<file path="config.mk">
export PLATFORM = sky130hd
export DESIGN_NAME = tmr_alu_pipe
export DESIGN_NICKNAME = d
export VERILOG_FILES = /design/src/rtl/tmr_alu_pipe.sv
export SDC_FILE = /design/constraint.sdc
export NUM_CORES = 1
export LEC_CHECK = 0
export BUFFER_PORTS_ARGS = -buffer_cell sky130_fd_sc_hd__buf_2
export CORE_MARGIN = 1.5
export CORE_UTILIZATION = 38
export DETAILED_ROUTE_END_ITERATION = 6
export GPL_TIMING_DRIVEN = 0
export SETUP_SLACK_MARGIN = 0.1
export SYNTH_ARGS = -nofsm -noshare
export SYNTH_HDL_FRONTEND = slang
export SYNTH_SLANG_ARGS = --single-unit
</file>
<file path="constraint.sdc">
create_clock -name clk -period 9.4 [get_ports clk]
set_clock_uncertainty 0.2 [all_clocks]
set_input_delay 0.47 -clock clk [delete_from_list [all_inputs] [get_ports clk]]
set_output_delay 0.47 -clock clk [all_outputs]
set_load 0.01 [all_outputs]
</file>
<file path="src/rtl/tmr_alu_pipe.sv">
// -----------------------------------------------------------------------------
// tmr_alu_pipe
//   Two-stage triple-modular-redundant ALU with a valid/ready handshake.
//   Stage 1 holds three independent copies of the operands and op select;
//   three ALU replicas evaluate those copies, a bitwise majority voter merges
//   their {result, zero} words, and stage 2 registers the voted output.
//   A replica that dissents FAIL_THRESH times in a row is retired, after which
//   the block runs in dual-modular mode on the two remaining replicas.
//
// Ports
//   clk, reset_n        clock (rising edge), asynchronous active-low reset
//   in_valid/in_ready   operand handshake (in_ready is combinational)
//   a, b, alucont       operands and op select
//   out_valid/out_ready result handshake
//   result, zero        voted result and zero flag
//   err_corrected       result had exactly one dissenting replica (TMR)
//   err_uncorr          result had no trustworthy majority
//   replica_failed      sticky per-replica failed flags
//   degraded            0 = TMR, 1 = DMR
//   err_count           saturating count of corrected results
//   clear_fail          clears failed flags, disagreement counters, degraded
//   inj_en, inj_mask    fault injection: mask XORed into enabled replicas
// -----------------------------------------------------------------------------
module tmr_alu_pipe #(
  parameter int WIDTH       = 32,
  parameter int FAIL_THRESH = 4,
  parameter int CNT_W       = 16
) (
  input  logic             clk,
  input  logic             reset_n,
  input  logic             in_valid,
  output logic             in_ready,
  input  logic [WIDTH-1:0] a,
  input  logic [WIDTH-1:0] b,
  input  logic [2:0]       alucont,
  output logic             out_valid,
  input  logic             out_ready,
  output logic [WIDTH-1:0] result,
  output logic             zero,
  output logic             err_corrected,
  output logic             err_uncorr,
  output logic [2:0]       replica_failed,
  output logic             degraded,
  output logic [CNT_W-1:0] err_count,
  input  logic             clear_fail,
  input  logic [2:0]       inj_en,
  input  logic [WIDTH-1:0] inj_mask
);

  localparam int          VW       = WIDTH + 1;
  localparam int          DCW      = 8;
  localparam logic [DCW-1:0] THRESH_C = DCW'(FAIL_THRESH);

  // One ALU replica: add/sub share the adder through the inverted-b carry-in.
  function automatic logic [WIDTH-1:0] alu_calc(
    input logic [WIDTH-1:0] a_in,
    input logic [WIDTH-1:0] b_in,
    input logic [2:0]       op
  );
    logic [WIDTH-1:0] b2;
    logic [WIDTH-1:0] sum;
    b2  = op[2] ? ~b_in : b_in;
    sum = a_in + b2 + {{(WIDTH-1){1'b0}}, op[2]};
    case (op[1:0])
      2'b00:   alu_calc = a_in & b_in;
      2'b01:   alu_calc = a_in | b_in;
      2'b10:   alu_calc = sum;
      2'b11:   alu_calc = {{(WIDTH-1){1'b0}}, sum[WIDTH-1]};
      default: alu_calc = {WIDTH{1'b0}};
    endcase
  endfunction

  // Bitwise two-out-of-three majority.
  function automatic logic [VW-1:0] majority3(
    input logic [VW-1:0] w0,
    input logic [VW-1:0] w1,
    input logic [VW-1:0] w2
  );
    majority3 = (w0 & w1) | (w0 & w2) | (w1 & w2);
  endfunction

  // Stage-1 replica copies
  logic             s1_valid_r;
  logic [WIDTH-1:0] a_r   [3];
  logic [WIDTH-1:0] b_r   [3];
  logic [2:0]       op_r  [3];

  // Replica outputs and vote
  logic [WIDTH-1:0] rep_res_s  [3];
  logic [VW-1:0]    rep_word_s [3];
  logic [VW-1:0]    vote_word_s;
  logic [2:0]       dissent_s;
  logic [1:0]       dissent_cnt_s;
  logic [VW-1:0]    out_word_s;
  logic             corr_s;
  logic             uncorr_s;

  // Health tracking state
  logic [DCW-1:0]   dis_cnt_r   [3];
  logic [DCW-1:0]   dis_cnt_nxt_s [3];
  logic [2:0]       failed_r;
  logic [2:0]       failed_nxt_s;
  logic             degraded_r;
  logic             degraded_nxt_s;
  logic [CNT_W-1:0] err_count_r;
  logic [CNT_W-1:0] err_count_nxt_s;

  // Stage-2 registers
  logic             out_valid_r;
  logic [WIDTH-1:0] result_r;
  logic             zero_r;
  logic             corr_r;
  logic             uncorr_r;

  logic             s2_load_s;
  logic             s1_load_s;
  logic             track_s;

  // Handshake: stage 2 advances when empty or drained; stage 1 follows it.
  always_comb begin
    s2_load_s = !out_valid_r || out_ready;
    s1_load_s = !s1_valid_r || s2_load_s;
    in_ready  = s1_load_s;
    // health tracking only reacts to real operations entering stage 2
    track_s   = s2_load_s && s1_valid_r;
  end

  // Stage 1: three independent operand/op copies.
  always_ff @(posedge clk or negedge reset_n) begin
    if (!reset_n) begin
      s1_valid_r <= 1'b0;
      for (int i = 0; i < 3; i++) begin
        a_r[i]  <= {WIDTH{1'b0}};
        b_r[i]  <= {WIDTH{1'b0}};
        op_r[i] <= 3'b000;
      end
    end else if (s1_load_s) begin
      s1_valid_r <= in_valid;
      for (int i = 0; i < 3; i++) begin
        a_r[i]  <= a;
        b_r[i]  <= b;
        op_r[i] <= alucont;
      end
    end
  end

  // Replicas, injection, voting and DMR selection.
  always_comb begin
    for (int i = 0; i < 3; i++) begin
      rep_res_s[i]  = alu_calc(a_r[i], b_r[i], op_r[i]) ^
                      (inj_en[i] ? inj_mask : {WIDTH{1'b0}});
      // zero is derived after injection so a corrupted replica is self-consistent
      rep_word_s[i] = {rep_res_s[i], (rep_res_s[i] == {WIDTH{1'b0}})};
    end
    vote_word_s = majority3(rep_word_s[0], rep_word_s[1], rep_word_s[2]);
    for (int i = 0; i < 3; i++) begin
      dissent_s[i] = (rep_word_s[i] != vote_word_s);
    end
    dissent_cnt_s = {1'b0, dissent_s[0]} + {1'b0, dissent_s[1]} + {1'b0, dissent_s[2]};

    out_word_s = vote_word_s;
    corr_s     = 1'b0;
    uncorr_s   = 1'b0;
    if (degraded_r) begin
      // output follows the lower-index healthy replica of the surviving pair
      if (failed_r[0]) begin
        out_word_s = rep_word_s[1];
        uncorr_s   = (rep_word_s[1] != rep_word_s[2]);
      end else if (failed_r[1]) begin
        out_word_s = rep_word_s[0];
        uncorr_s   = (rep_word_s[0] != rep_word_s[2]);
      end else begin
        out_word_s = rep_word_s[0];
        uncorr_s   = (rep_word_s[0] != rep_word_s[1]);
      end
    end else begin
      corr_s   = (dissent_cnt_s == 2'd1);
      uncorr_s = (dissent_cnt_s >= 2'd2);
    end
  end

  // Next-state for disagreement counters, failed flags, mode and err_count.
  always_comb begin
    for (int i = 0; i < 3; i++) begin
      dis_cnt_nxt_s[i] = dis_cnt_r[i];
    end
    failed_nxt_s    = failed_r;
    degraded_nxt_s  = degraded_r;
    err_count_nxt_s = err_count_r;

    if (clear_fail) begin
      // clear wins over a threshold hit on the same edge
      for (int i = 0; i < 3; i++) begin
        dis_cnt_nxt_s[i] = {DCW{1'b0}};
      end
      failed_nxt_s   = 3'b000;
      degraded_nxt_s = 1'b0;
    end else if (track_s && !degraded_r && (dissent_cnt_s <= 2'd1)) begin
      for (int i = 0; i < 3; i++) begin
        if (dissent_s[i]) begin
          dis_cnt_nxt_s[i] = dis_cnt_r[i] + 8'd1;
        end else begin
          dis_cnt_nxt_s[i] = {DCW{1'b0}};
        end
        // only one replica can dissent here, so at most one can fail
        if (dis_cnt_nxt_s[i] == THRESH_C) begin
          failed_nxt_s[i] = 1'b1;
          degraded_nxt_s  = 1'b1;
        end else begin
          failed_nxt_s[i] = failed_r[i];
        end
      end
    end else begin
      failed_nxt_s   = failed_r;
      degraded_nxt_s = degraded_r;
    end

    if (track_s && !degraded_r && (dissent_cnt_s == 2'd1) &&
        (err_count_r != {CNT_W{1'b1}})) begin
      err_count_nxt_s = err_count_r + {{(CNT_W-1){1'b0}}, 1'b1};
    end else begin
      err_count_nxt_s = err_count_r;
    end
  end

  // Health tracking state registers.
  always_ff @(posedge clk or negedge reset_n) begin
    if (!reset_n) begin
      for (int i = 0; i < 3; i++) begin
        dis_cnt_r[i] <= {DCW{1'b0}};
      end
      failed_r    <= 3'b000;
      degraded_r  <= 1'b0;
      err_count_r <= {CNT_W{1'b0}};
    end else begin
      for (int i = 0; i < 3; i++) begin
        dis_cnt_r[i] <= dis_cnt_nxt_s[i];
      end
      failed_r    <= failed_nxt_s;
      degraded_r  <= degraded_nxt_s;
      err_count_r <= err_count_nxt_s;
    end
  end

  // Stage 2: voted output register, held while the consumer stalls.
  always_ff @(posedge clk or negedge reset_n) begin
    if (!reset_n) begin
      out_valid_r <= 1'b0;
      result_r    <= {WIDTH{1'b0}};
      zero_r      <= 1'b0;
      corr_r      <= 1'b0;
      uncorr_r    <= 1'b0;
    end else if (s2_load_s) begin
      out_valid_r <= s1_valid_r;
      if (s1_valid_r) begin
        result_r <= out_word_s[VW-1:1];
        zero_r   <= out_word_s[0];
        corr_r   <= corr_s;
        uncorr_r <= uncorr_s;
      end else begin
        // bubble: keep the last data, drop the per-result flags
        corr_r   <= 1'b0;
        uncorr_r <= 1'b0;
      end
    end
  end

  // Output wiring.
  always_comb begin
    out_valid      = out_valid_r;
    result         = result_r;
    zero           = zero_r;
    err_corrected  = corr_r;
    err_uncorr     = uncorr_r;
    replica_failed = failed_r;
    degraded       = degraded_r;
    err_count      = err_count_r;
  end

endmodule

</file>
# Yosys cells after proc, flatten, opt, wreduce, memory -nomap -nowiden
# Index checks and enable logic that the tools add are counted.
dict set report totals {
  input_bits 107
  register_bits 148
  output_inout_bits 57
  elab_cells 109
}
dict set report classes {
  add_sub_neg 8
  bitwise_logic 11
  magnitude_cmp 2
  n_mux 33
  n_eq_ne 14
  n_reduce_logical 24
}
# op n
set op_table {}
lappend op_table {{$ne 33x33->1} 6}
lappend op_table {{$mux 32} 4}
lappend op_table {{$pmux 32 s4} 1}
lappend op_table {{$and 33x33->33} 3}
lappend op_table {{$logic_not 32->1} 3}
lappend op_table {{$xor 32x32->32} 3}
lappend op_table {{$mux 8} 9}
lappend op_table {{$mux 33} 2}
lappend op_table {{$or 33x33->33} 2}
lappend op_table {{$mux 24} 2}
lappend op_table {{$add 32x1->32} 1}
lappend op_table {{$add 32x32->32} 1}
lappend op_table {{$and 32x32->32} 1}
lappend op_table {{$not 32->32} 1}
lappend op_table {{$or 32x32->32} 1}
lappend op_table {{$add 8x1->8 const B} 3}
lappend op_table {{$eq 8x3->1 const B} 3}
lappend op_table {{$add 16x1->16 const B} 1}
lappend op_table {{$ne 16x16->1 const B} 1}
lappend op_table {{$mux 1} 13}
lappend op_table {{$reduce_and 2->1} 5}
lappend op_table {{$reduce_bool 2->1} 4}
lappend op_table {{$mux 3} 2}
lappend op_table {{$logic_and 1x1->1} 5}
lappend op_table {{other kinds (10)} 15}

# Longest topological paths before layout
# Gate-level depths: netlist of the first run.
dict set report depth {
  word_depth 23
  depth_mapped 37
  depth_no_buf 32
}

# Worst setup path before layout of the first run
# No wires, ideal clock.
dict set report synth_timing {
  path_kind {flip-flop to flip-flop}
  startpoint {register op_r[2] (netlist bit)}
  endpoint {register err_count_r[15] (netlist: err_count[15])}
  t_arrival_ns 9.100
  path_buffers 6
  slack_ns -0.025
  stages_incl_launch_ff 37
  required_time_ns 9.075
  synth_period_minus_slack_ns 9.425
  setup_time_ns 0.125
  path_cell_list {dfrtp_1 -> clkbuf_1 -> buf_1 -> xor2_1 -> ha_1 -> buf_2 -> clkbuf_1 -> nand4_1 -> nor2_1 -> nand2_1 -> a21o_1 -> a311oi_2 -> clkbuf_1 -> xor2_1 -> ha_1 -> clkbuf_1 -> nor2b_1 -> a21oi_1 -> o22ai_1 -> or4_1 -> a2111o_1 -> a311oi_1 -> nand4_1 -> or4_1 -> a211o_1 -> or4b_1 -> nor4_2 -> o221ai_2 -> fa_1 -> nor3_1 -> nand2_1 -> a31oi_1 -> and4_1 -> nand2b_1 -> nor2_1 -> nand3_1 -> xnor2_1}
}
dict set report synth_between {
  elab_chain_cells 15
  word_cells_on_any_way 23
  cone_classes {add/sub (4); eq/ne (4); mux (2); bitwise (8); reduce/logical (5)}
}
# item line
set synth_lines {}
lappend synth_lines {{from (decl)} 86} ;# logic [2:0] op_r [3];
lappend synth_lines {{from (signal, indexed assignment)} 142} ;# op_r[i] <= alucont;
lappend synth_lines {{$mux 32} 62} ;# b2 = op[2] ? ~b_in : b_in;
lappend synth_lines {{$add 32x32->32} 63} ;# sum = a_in + b2 + {{(WIDTH-1){1'b0}}, op[2]};
lappend synth_lines {{$add 32x1->32 *} 63}
lappend synth_lines {{$pmux 32 s4 *} --}
lappend synth_lines {{$xor 32x32->32} --}
lappend synth_lines {{$logic_not 32->1} --}
lappend synth_lines {{$and 33x33->33} --}
lappend synth_lines {{$or 33x33->33 (2 in series)} 79} ;# majority3 = (w0 & w1) | (w0 & w2) | (w1 & w2);
lappend synth_lines {{$ne 33x33->1} 157} ;# dissent_s[i] = (rep_word_s[i] != vote_word_s);
lappend synth_lines {{$add 1x1->2} 159} ;# dissent_cnt_s = {1'b0, dissent_s[0]} + {1'b0, dissent_s[1]} + {1'b0, dissent_s[2]};
lappend synth_lines {{$add 2x1->2 *} 159}
lappend synth_lines {{$eq 2x1->1 *} 218} ;# if (track_s && !degraded_r && (dissent_cnt_s == 2'd1) &&
lappend synth_lines {{$logic_and 1x1->1 * (2 in series)} 218}
lappend synth_lines {{to (signal assigned)} 234} ;# err_count_r <= {CNT_W{1'b0}};
lappend synth_lines {{to (signal assigned)} 241} ;# err_count_r <= err_count_nxt_s;
lappend synth_lines {{to (decl)} 105} ;# logic [CNT_W-1:0] err_count_r;
# Mark *: on every way between the ends. The rest lies on a longest branch, timed or not.
# A chain may end at the register's enable or synchronous reset.

# Worst setup path after layout of the first run
dict set report layout_timing {
  startpoint {input inj_en[2]}
  endpoint {register err_count_r[15] (netlist: err_count[15])}
}
dict set report layout_between {
  elab_chain_cells 12
  word_cells_on_any_way 15
  cone_classes {add/sub (2); eq/ne (4); mux (1); bitwise (5); reduce/logical (3)}
}
# item line
set layout_lines {}
lappend layout_lines {{from (decl)} 46} ;# input logic [2:0] inj_en,
lappend layout_lines {{$mux 32 *} 151} ;# (inj_en[i] ? inj_mask : {WIDTH{1'b0}});
lappend layout_lines {{$xor 32x32->32 *} 150} ;# rep_res_s[i] = alu_calc(a_r[i], b_r[i], op_r[i]) ^
lappend layout_lines {{$logic_not 32->1} 153} ;# rep_word_s[i] = {rep_res_s[i], (rep_res_s[i] == {WIDTH{1'b0}})};
lappend layout_lines {{$and 33x33->33} 79}
lappend layout_lines {{$or 33x33->33 (2 in series)} 79}
lappend layout_lines {{$ne 33x33->1} 157}
lappend layout_lines {{$add 1x1->2} 159}
lappend layout_lines {{$add 2x1->2 *} 159}
lappend layout_lines {{$eq 2x1->1 *} 218}
lappend layout_lines {{$logic_and 1x1->1 * (2 in series)} 218}
# Marks and branches as above.

==> results of run 1 <==
-- kinds of logic (layout without fill, tap and decap cells) --
family          count (synthesis)  in the layout
xor+xnor                      172            172
buf+inv                       287            615
flops                         148            148
compound gates                776            776
other cells                     0              7
simple gates                 1042           1043
fa+ha+maj                      98             98
mux                           121            121
-- area by class of cell --
type / instances / area (um2)
clock inverter: 15 / 188.9
timing repair buffer: 299 / 2101
tap: 672 / 840.8
sequential: 148 / 3704
fill: 5027 / 26130
inverter: 50 / 187.7
clock buffer: 17 / 425.4
buffer: 234 / 1206
multi-input combinational: 2210 / 15370
antenna: 7 / 17.52
-- flip-flops by register name, summed over array words and instances, names as in the netlist --
signal and flops:
a_r 32, err_corrected 1, degraded 1, err_count 16, b_r 32, out_valid 1
replica_failed 3, op_r 3, err_uncorr 1, zero 1, s1_valid_r 1, result 32
dis_cnt_r 24
-- where the power goes --
part / internal [mW] / switching (mW) / leakage (nW)
sequential: 0.713 / 0.0586 / 1.84
combinational: 1.04 / 2.11 / 7.26
clock: 0.364 / 0.364 / 0.300
total: 2.12 / 2.54 / 9.40
-- layer usage --
metal,vias up,share of wire,GRT usage
met3,577,0.11,0.1243
met1,12030,0.38,0.5670
met4,18,0.10,0.3816
met5,-,0.0018,0.01287
met2,1877,0.41,0.6694
li1,10510,-,-
-- worst register-to-register path, delay by kind of cell, from the launching register on --
kind | cells | cell delay (ns)
compound gates | 10 | 2.60
fa+ha+maj | 3 | 0.98
simple gates | 13 | 3.24
flops | 1 | 0.38
xor+xnor | 3 | 0.48
buf+inv | 9 | 1.27
-- cell usage in the layout, fill, tap and decap left out, drive strengths merged, types with 73 or more instances in the layout --
master	instances
xor2	73
a21oi	152
clkbuf	182
nand2	394
nand3	92
buf	299
o21ai	197
xnor2	99
nor2	173
mux2	76
dfrtp	148
-- stage by stage --
step           worst slack [ns]  utilization  cell area [um2]  power (mW)
2_1_floorplan            0.1494            -            19320       2.363
3_3_place_gp             -5.190       0.4176            20950       3.418
3_5_place_dp             -5.131       0.4199            21070       3.429
4_1_cts                  0.1016       0.4654            23350       4.362
5_1_grt                 0.02647       0.4788            24020       4.787
6_report               -0.08211       0.4791            24040       4.652
-- timing repair --
action / 4_1_cts / 5_1_grt
endpoints found under the setup margin: 46 / 44
buffers inserted: 32 / 33
hold endpoints to repair: 119 / 0
gates cloned: 1 / 1
hold buffers: 68 / 0
resized for setup: 192 / 94
pin swaps: 34 / 42
-- how the worst min path moves through the flow --
stage | startpoint | end | slack [ns] | depth (start not counted)
floorplan | reset_n | a_r[0] | -0.03 | 0
global placement | zero | zero | 0.26 | 1
detailed placement | result[13] | result[13] | 0.26 | 1
CTS | alucont[0] | op_r[0] | 0.005 | 2
global route | alucont[0] | op_r[0] | 0.03 | 2
finish | alucont[0] | op_r[0] | 0.04 | 2
-- cells in the mapped netlist, drive strengths merged (13+ instances only) --
master / count / area, um2
a211oi: 25 / 197.7
xor2: 73 / 639.4
o31ai: 29 / 217.7
nand4: 66 / 419.2
nor2b: 30 / 187.7
xnor2: 99 / 867.1
mux2: 76 / 855.8
nand2: 394 / 1486
a21o: 20 / 150.1
buf: 67 / 364.1
o22ai: 15 / 100.1
o2111ai: 15 / 131.4
a2111oi: 16 / 141.4
a311oi: 13 / 126.4
or3: 27 / 168.9
dfrtp: 148 / 3704
nand2b: 28 / 175.2
a21oi: 152 / 775.7
nor2: 172 / 645.6
o211ai: 45 / 342.8
ha: 68 / 850.8
nand3: 92 / 460.4
or4: 13 / 97.59
mux2i: 45 / 454.2
o21ai: 197 / 997.2
and3: 28 / 176.4
a22oi: 23 / 177.7
a32oi: 19 / 166.4
nor4: 45 / 287.8
maj3: 28 / 281.5
and2: 28 / 175.2
a221oi: 13 / 120.1
nor3: 53 / 265.3
clkbuf: 170 / 638.1
inv: 50 / 187.7
a31oi: 37 / 237.7
o21a: 20 / 150.1
==> reports/summary.log, run 1 <==
qor: clock_network.worst_setup_hold_path_clk_slew 0.07 ns
qor: worst_setup_path.timing.setup.critical_path_class in -> reg
qor: layout.fin_cells 3652
qor: synth.synth-edff-count 0
qor: worst_setup_path.cpLargestDelayFamily buffers and inverters
qor: synth.ys.warnings.count 0
qor: clock_network.clockRootBuffer sky130_fd_sc_hd__clkbuf_16
qor: clock_network.ctsLongestPathBuffers 2
qor: routing.wl_per_cell 33.75 um
qor: synth.postSynthNetCount 2821
qor: routing.vias_per_cell 6.848
qor: run_status.outcome complete, but fails checks
qor: min_path.hold_path.class in -> reg
qor: worst_setup_path.worst-r2r-cell-count 38
qor: synth.async_reset_ff_frac 1.000
qor: pwr.vdd_drop_max 0.1514 mV
qor: routing.initialDrtViolationCount 3560
qor: worst_setup_path.r2r-end err_count[15]
qor: die.rows 82
qor: die.floorplan.die.width 228.4 um
qor: clock_network.cts.sinks 148
qor: placed_design.buffer_ports.inserted 158
qor: worst_setup_path.timing.critical_path.fanout_max 12
qor: sta.finalWorstPathRequiredPeriod 9.482 ns
qor: synth.synth_mux_area_frac 0.06783
qor: synth.synth_simple_gate_area_share 0.2656
qor: worst_setup_path.critical-path-max-stage-delay 0.53 ns
qor: sta.finalCritPeriodShare 1.009
qor: die.floorplan.core_area 50170 um2
qor: die.die_area 52180 um2
qor: worst_setup_path.crit_top_cell sky130_fd_sc_hd__clkbuf_4
qor: run_status.failed_checks design-rule violations, max-capacitance violations, max-slew violations, negative setup slack
qor: die.start_util 0.3849
qor: grt.grt_max_degree 97
qor: clock_network.htree_levels 4
qor: grt.grt_util_all_layers 0.4607
qor: grt.grt_pass1_vias 23300
qor: sta.hold_vio_cnt_final 0
qor: sta.worst-slew-pin-transition 1.500 ns
qor: clock_network.worstSkewPairLatency 0.49 ns
qor: synth.synth_fa_ha_area_frac 0.06071
qor: routing.detail-route-antenna-nets 0
qor: synth.synth_cell_types 104
qor: sta.grt_setup_unrepaired false
qor: sta.hold_ws 0.04163 ns
qor: worst_setup_path.setup.worst_path.start_class input pin
qor: pwr.power.leakage 9.405 nW
qor: synth.synth_seq_cells 148
qor: worst_setup_path.critical_path.reg2reg.startpoint op_r[2]
qor: synth.ys_dominant_reg_cell sky130_fd_sc_hd__dfrtp_1
qor: routing.drt_pre_antenna_iters 7
qor: sta.maxSlewHeadroom -0.003595
qor: clock_network.cts-buffers-inserted 17
qor: synth.synth_top_family_by_area compound AO/OA/AOI/OAI gates
qor: synth.synth-compound-area-share 0.2745
qor: sta.max_clock_freq 105.5 MHz
qor: worst_setup_path.number_of_buffer_and_inverter_instances_along_the_worst_setup_path 11
qor: placed_design.dp_hpwl 95.69 mm
qor: worst_setup_path.reg2reg_setup_slack 0.13 ns
qor: synth.netlist_area 19310 um2
qor: worst_setup_path.timing.critical_path.from inj_en[2]
qor: placed_design.placed_cells_incl_taps 3480
qor: clock_network.cts_tree done
qor: placed_design.gp_routability_congestion 1.173
qor: grt.number_of_antenna_violations_at_the_first_check_in_global_routing 15
qor: sta.min_setup_slack_post_route -0.08211 ns
qor: die.ports_placed_on_the_boundary 164
qor: synth.avgSynthCellArea 7.304 um2
qor: worst_setup_path.worst-endpoint-arrival 9.66 ns
qor: pwr.cellPowerDensity 193.5 nW/um2
qor: layout.finalNetCount 3137
qor: routing.routed_wire_length 123.3 mm
qor: sta.final_max_slew_viol_count 4
qor: sta.finalSetupTns -0.4495 ns
qor: worst_setup_path.setup.worst_path.end_class flip-flop
qor: synth.xor_xnor_portion_of_the_synthesized_cell_area 0.07800
qor: synth.synth.yosys.seq_area_share 0.1918
qor: worst_setup_path.timing.critical_path.depth 34
qor: routing.drc 10
qor: routing.via_count 25010
qor: worst_setup_path.critPathRequiredTime 9.58 ns
qor: sta.finalSetupViolations 20
qor: die.die_height 228.4 um
qor: grt.grt_pass1_wl 172.5 mm
qor: synth.syn_inst 2644
qor: worst_setup_path.slowest_stage sky130_fd_sc_hd__nor4_4
qor: layout.post_route_cells_drive_above_1_share 0.2005
qor: grt.grt-ovfl-total 0
qor: layout.area.growth.synth_to_final 24.46%
qor: worst_setup_path.cp-endpoint err_count[15]
qor: run.cap_violations 1
Power figures use the tool's default switching activity.
==> run 2: changes to the inputs <==
- CORE_ASPECT_RATIO: default -> 1.75
- SETUP_SLACK_MARGIN: 0.1 -> 0.4
- clock period: 9.4 -> 8.5 ns (I/O delays scaled with it)
==> run 2 against run 1 <==
  * The flow now stops in 5_1_grt
  * Area after synthesis unchanged
  * Synthesized cell count unchanged
==> reports/summary.log, run 2 <==
qor: run_status.outcome did not finish
qor: run_status.last_stage_reached 5_1_grt
qor: run_status.error [ERROR GRT-0116] Global routing finished with congestion. Check the congestion regions in the DRC Viewer.
qor: synth.netlist_top_cells_count sky130_fd_sc_hd__nand2_1, sky130_fd_sc_hd__o21ai_0, sky130_fd_sc_hd__nor2_1
qor: placed_design.placed_cells_incl_taps 3475 [-0.14%]
qor: synth.synth_cell_types 104 [unchanged]
qor: placed_design.gp_routability_congestion 1.142 [-2.7%]
qor: synth.avgSynthCellArea 7.304 um2 [unchanged]
qor: clock_network.ctsLongestPathBuffers 2 [unchanged]
qor: die.die_height 301.2 um [+32%]
qor: die.ports_placed_on_the_boundary 164 [unchanged]
qor: synth.synth_seq_cells 148 [unchanged]
qor: die.rows 109 [+33%]
qor: synth.netlist_area 19310 um2 [unchanged]
qor: synth.ys.warnings.count 0 [unchanged]
qor: synth.synth_largest_type_area_fraction 0.1918 [unchanged]
qor: synth.postSynthNetCount 2821 [unchanged]
qor: die.start_util 0.3838 [-0.001177]
qor: clock_network.cts.sinks 148 [unchanged]
qor: placed_design.buffer_ports.inserted 158 [unchanged]
qor: synth.synth.yosys.seq_area_share 0.1918 [unchanged]
qor: grt.grt_pass1_vias 28520
qor: clock_network.clockRootBuffer sky130_fd_sc_hd__clkbuf_16
qor: synth.synth.most_common_cell sky130_fd_sc_hd__nand2_1
qor: synth.ys_dominant_reg_cell sky130_fd_sc_hd__dfrtp_1
qor: synth.synth.top_cells.by_area sky130_fd_sc_hd__dfrtp_1, sky130_fd_sc_hd__nand2_1, sky130_fd_sc_hd__o21ai_0
qor: grt.grt_util_all_layers 0.6245
qor: clock_network.htree_levels 4 [unchanged]
qor: grt.grt_max_degree 94
qor: grt.grt_pass1_wl 236.0 mm
qor: clock_network.cts-buffers-inserted 17 [unchanged]
qor: grt.grt-ovfl-total 193
qor: placed_design.placed_area 21320 um2 [+1.2%]
qor: synth.syn_inst 2644 [unchanged]
qor: placed_design.dp_hpwl 108.6 mm [+14%]
qor: synth.async_reset_ff_frac 1.000 [unchanged]
qor: synth.synth-edff-count 0 [unchanged]
qor: synth.synth.largest_area_cell sky130_fd_sc_hd__dfrtp_1
qor: die.floorplan.die.width 173.4 um [-24%]
## run 2: cell counts after synthesis
No cell type changed its count.
## run 2: per-stage QoR
step,worst slack (ns),hold slack (ns)
after global placement,-5.866,0.2583
after CTS,-0.4968,0.0005320
after floorplan,0.3150,-0.07059
after detailed placement,-5.930,0.2118
## run 2: kinds of logic after synthesis
kind of cell    Yosys count  synth area share
simple gates           1042            0.2656
flops                   148            0.1918
buf+inv                 287           0.06161
xor+xnor                172           0.07800
mux                     121           0.06783
fa+ha+maj                98           0.06071
compound gates          776            0.2745
## run 2: repair_timing
action,in CTS
buffers inserted,111
resized for setup,296
hold endpoints to repair,117
setup endpoints to repair,49
hold buffers,63
pin swaps,107
cloned,4
## run 2: layer usage
metal | global-route usage | overflow
met3 | 0.3279 | 2
met2 | 0.8882 | 107
met4 | 0.6762 | 84
met1 | 0.6247 | 0
met5 | 0.01481 | 0
==> run 3: changes to the inputs <==
- CORE_ASPECT_RATIO: 1.75 -> default
- CORE_UTILIZATION: 38 -> 23
- PLACE_DENSITY_LB_ADDON: default -> 0.15
- SETUP_SLACK_MARGIN: 0.4 -> default
- clock period: 8.5 -> 11.1 ns (I/O delays scaled with it)
==> run 3 against run 2 <==
  * The flow now finishes, with violations (max-capacitance violations, max-slew violations)
==> reports/summary.log, run 3 (synthesis results as in run 1) <==
qor: grt.grt_use_met2 0.4204
qor: die.rows 106 [-2.8%]
qor: layout.commonest_cells_after_routing_fill_and_taps_aside sky130_fd_sc_hd__nand2_1, sky130_fd_sc_hd__buf_2, sky130_fd_sc_hd__o21ai_0
qor: worst_setup_path.r2r-end err_count[15]
qor: routing.wl_per_cell 31.89 um
qor: grt.busiest_layer met2
qor: sta.max_clock_freq 91.26 MHz
qor: worst_setup_path.worst-r2r-cell-count 37
qor: sta.maxSlewHeadroom -0.06831
qor: clock_network.cts-buffers-inserted 17 [unchanged]
qor: sta.grt_setup_unrepaired false
qor: die.start_util 0.2315 [-0.1523]
qor: min_path.hold_path.class in -> reg
qor: routing.via_count 23350
qor: grt.number_of_antenna_violations_at_the_first_check_in_global_routing 11
qor: placed_design.dp_hpwl 99.79 mm [-8.1%]
qor: clock_network.cts.sinks 148 [unchanged]
qor: clock_network.worstSkewPairLatency 0.51 ns
qor: routing.drt_pre_antenna_iters 6
qor: sta.finalWorstPathRequiredPeriod 10.96 ns
qor: die.floorplan.die.width 292.8 um [+69%]
qor: placed_design.pre_cts_ws -3.980 ns [+1.950 ns]
qor: placed_design.gp_routability_congestion 1.055 [-7.6%]
qor: run.cap_violations 4
qor: layout.n_fill_cell 9398
qor: sta.final_max_slew_viol_count 26
qor: die.die_height 292.8 um [-2.8%]
qor: grt.groute.layer.met1.usage 0.3859
qor: worst_setup_path.setup.worst_path.end_class flip-flop
qor: layout.final_core_util 0.2706
qor: routing.detail-route-antenna-nets 0
qor: grt.grt-ovfl-total 0
qor: die.ports_placed_on_the_boundary 164 [unchanged]
qor: worst_setup_path.worst-endpoint-arrival 11.15 ns
qor: die.die_area 85710 um2
qor: placed_design.placed_cells_incl_taps 3885 [+12%]
qor: layout.finalNetCount 3011
qor: layout.layout.cells.most_common sky130_fd_sc_hd__nand2_1
qor: die.floorplan.core_area 83420 um2
qor: layout.fin_cells 3928
qor: grt.grt_util_all_layers 0.2865
qor: routing.routed_wire_length 125.3 mm
qor: sta.hold_vio_cnt_final 0
qor: worst_setup_path.timing.critical_path.fanout_max 12
qor: placed_design.buffer_ports.inserted 158 [unchanged]
qor: grt.grt_max_degree 82
qor: run_status.outcome complete, but fails checks
qor: worst_setup_path.timing.critical_path.from inj_en[2]
qor: routing.vias_per_cell 5.946
qor: clock_network.worst_setup_hold_path_clk_slew 0.07 ns
qor: worst_setup_path.critical_path.reg2reg.startpoint op_r[2]
qor: sta.hold_ws 0.07338 ns
qor: worst_setup_path.reg2reg_setup_slack 0.40 ns
qor: pwr.vdd_drop_max 0.1290 mV
qor: worst_setup_path.cp-endpoint err_count[15]
qor: run_status.failed_checks max-capacitance violations, max-slew violations
qor: routing.drc 0
qor: worst_setup_path.slowest_stage sky130_fd_sc_hd__buf_2
qor: sta.finalSetupViolations 0
qor: clock_network.htree_levels 4 [unchanged]
qor: pwr.cellPowerDensity 165.1 nW/um2
qor: worst_setup_path.critPathRequiredTime 11.30 ns
qor: layout.area.growth.synth_to_final 16.89%
qor: worst_setup_path.timing.setup.critical_path_class in -> reg
qor: worst_setup_path.setup.worst_path.start_class input pin
qor: worst_setup_path.critical-path-max-stage-delay 0.59 ns
qor: grt.global_route.usage.met3 0.06214
qor: clock_network.cts_tree done
qor: clock_network.ctsLongestPathBuffers 2 [unchanged]
qor: sta.min_setup_slack_post_route 0.1426 ns
qor: sta.worst-slew-pin-transition 1.602 ns
qor: routing.initialDrtViolationCount 2743
qor: grt.grt_pass1_vias 21950
qor: grt.grt_pass1_wl 174.1 mm
qor: sta.finalCritPeriodShare 0.9871
qor: layout.post_route_cells_drive_above_1_share 0.1507
qor: pwr.power.leakage 8.600 nW
qor: clock_network.clockRootBuffer sky130_fd_sc_hd__clkbuf_16
qor: worst_setup_path.crit_top_cell sky130_fd_sc_hd__clkbuf_2
run 3: layer usage:
layer / vias up / share of wire / wire length, um
met1: 11530 / 0.43 / 54450
met5: - / 0.00049 / 61
met3: 298 / 0.088 / 11030
met2: 1307 / 0.42 / 52100
li1: 10210 / - / -
met4: 10 / 0.061 / 7629
run 3: worst min-delay path by stage:
stage | cells after the start | startpoint | slack (ns) | endpoint
floorplan | 0 | reset_n | 0.06 | a_r[0]
global placement | 2 | result[1] | 0.26 | result[1]
detailed placement | 2 | result[2] | 0.27 | result[2]
CTS | 2 | a[21] | 0.02 | a_r[21]
global route | 2 | b[28] | 0.05 | b_r[28]
finish | 2 | b[28] | 0.07 | b_r[28]
run 3: stage by stage:
step / total power, mW / setup TNS, ns / instance area [um2]
floorplan: 2.001 / 0 / 19310
global placement: 2.954 / -148.21 / 21450
detailed placement: 2.932 / -143.12 / 21520
CTS: 3.641 / 0 / 22360
global route: 3.878 / 0 / 22570
finish: 3.728 / 0 / 22570
run 3: area by class of cell:
cell class | instances | area (um2) | share of cell area
clock inverters | 15 | 209.0 | 0.009256
flip-flops and latches | 148 | 3704 | 0.1641
plain buffers | 230 | 1016 | 0.04501
multi-input cells | 2209 | 14660 | 0.6495
clock buffers | 17 | 425.4 | 0.01884
inverters | 50 | 187.7 | 0.008314
diodes | 1 | 2.502 | 0.0001109
well taps | 1080 | 1351 | 0.05986
repair buffers | 178 | 1017 | 0.04506
run 3: what timing repair did:
| item | in CTS | in global routing |
|---|---|---|
| hold endpoints to repair | 68 | 0 |
| endpoints found under the setup margin | 46 | 38 |
| setup buffers | 7 | 7 |
| hold buffers | 2 | 0 |
| pin swaps | 5 | 5 |
| resized for setup | 39 | 48 |
run 3: power breakdown:
part | internal [mW] | total (mW) | switching (mW)
clock network | 0.363 | 0.650 | 0.287
registers | 0.604 | 0.657 | 0.0525
logic | 0.742 | 2.42 | 1.68
total | 1.71 | 3.73 | 2.02
run 3: critical path: cells and delay by family:
kind / cells / cell delay [ns]
adders and majority gates: 2 / 0.93
and+or+nand+nor: 15 / 3.79
buffers and inverters: 10 / 4.25
xor gates and xnor gates: 2 / 0.33
AOI/OAI and AO/OA: 4 / 1.23
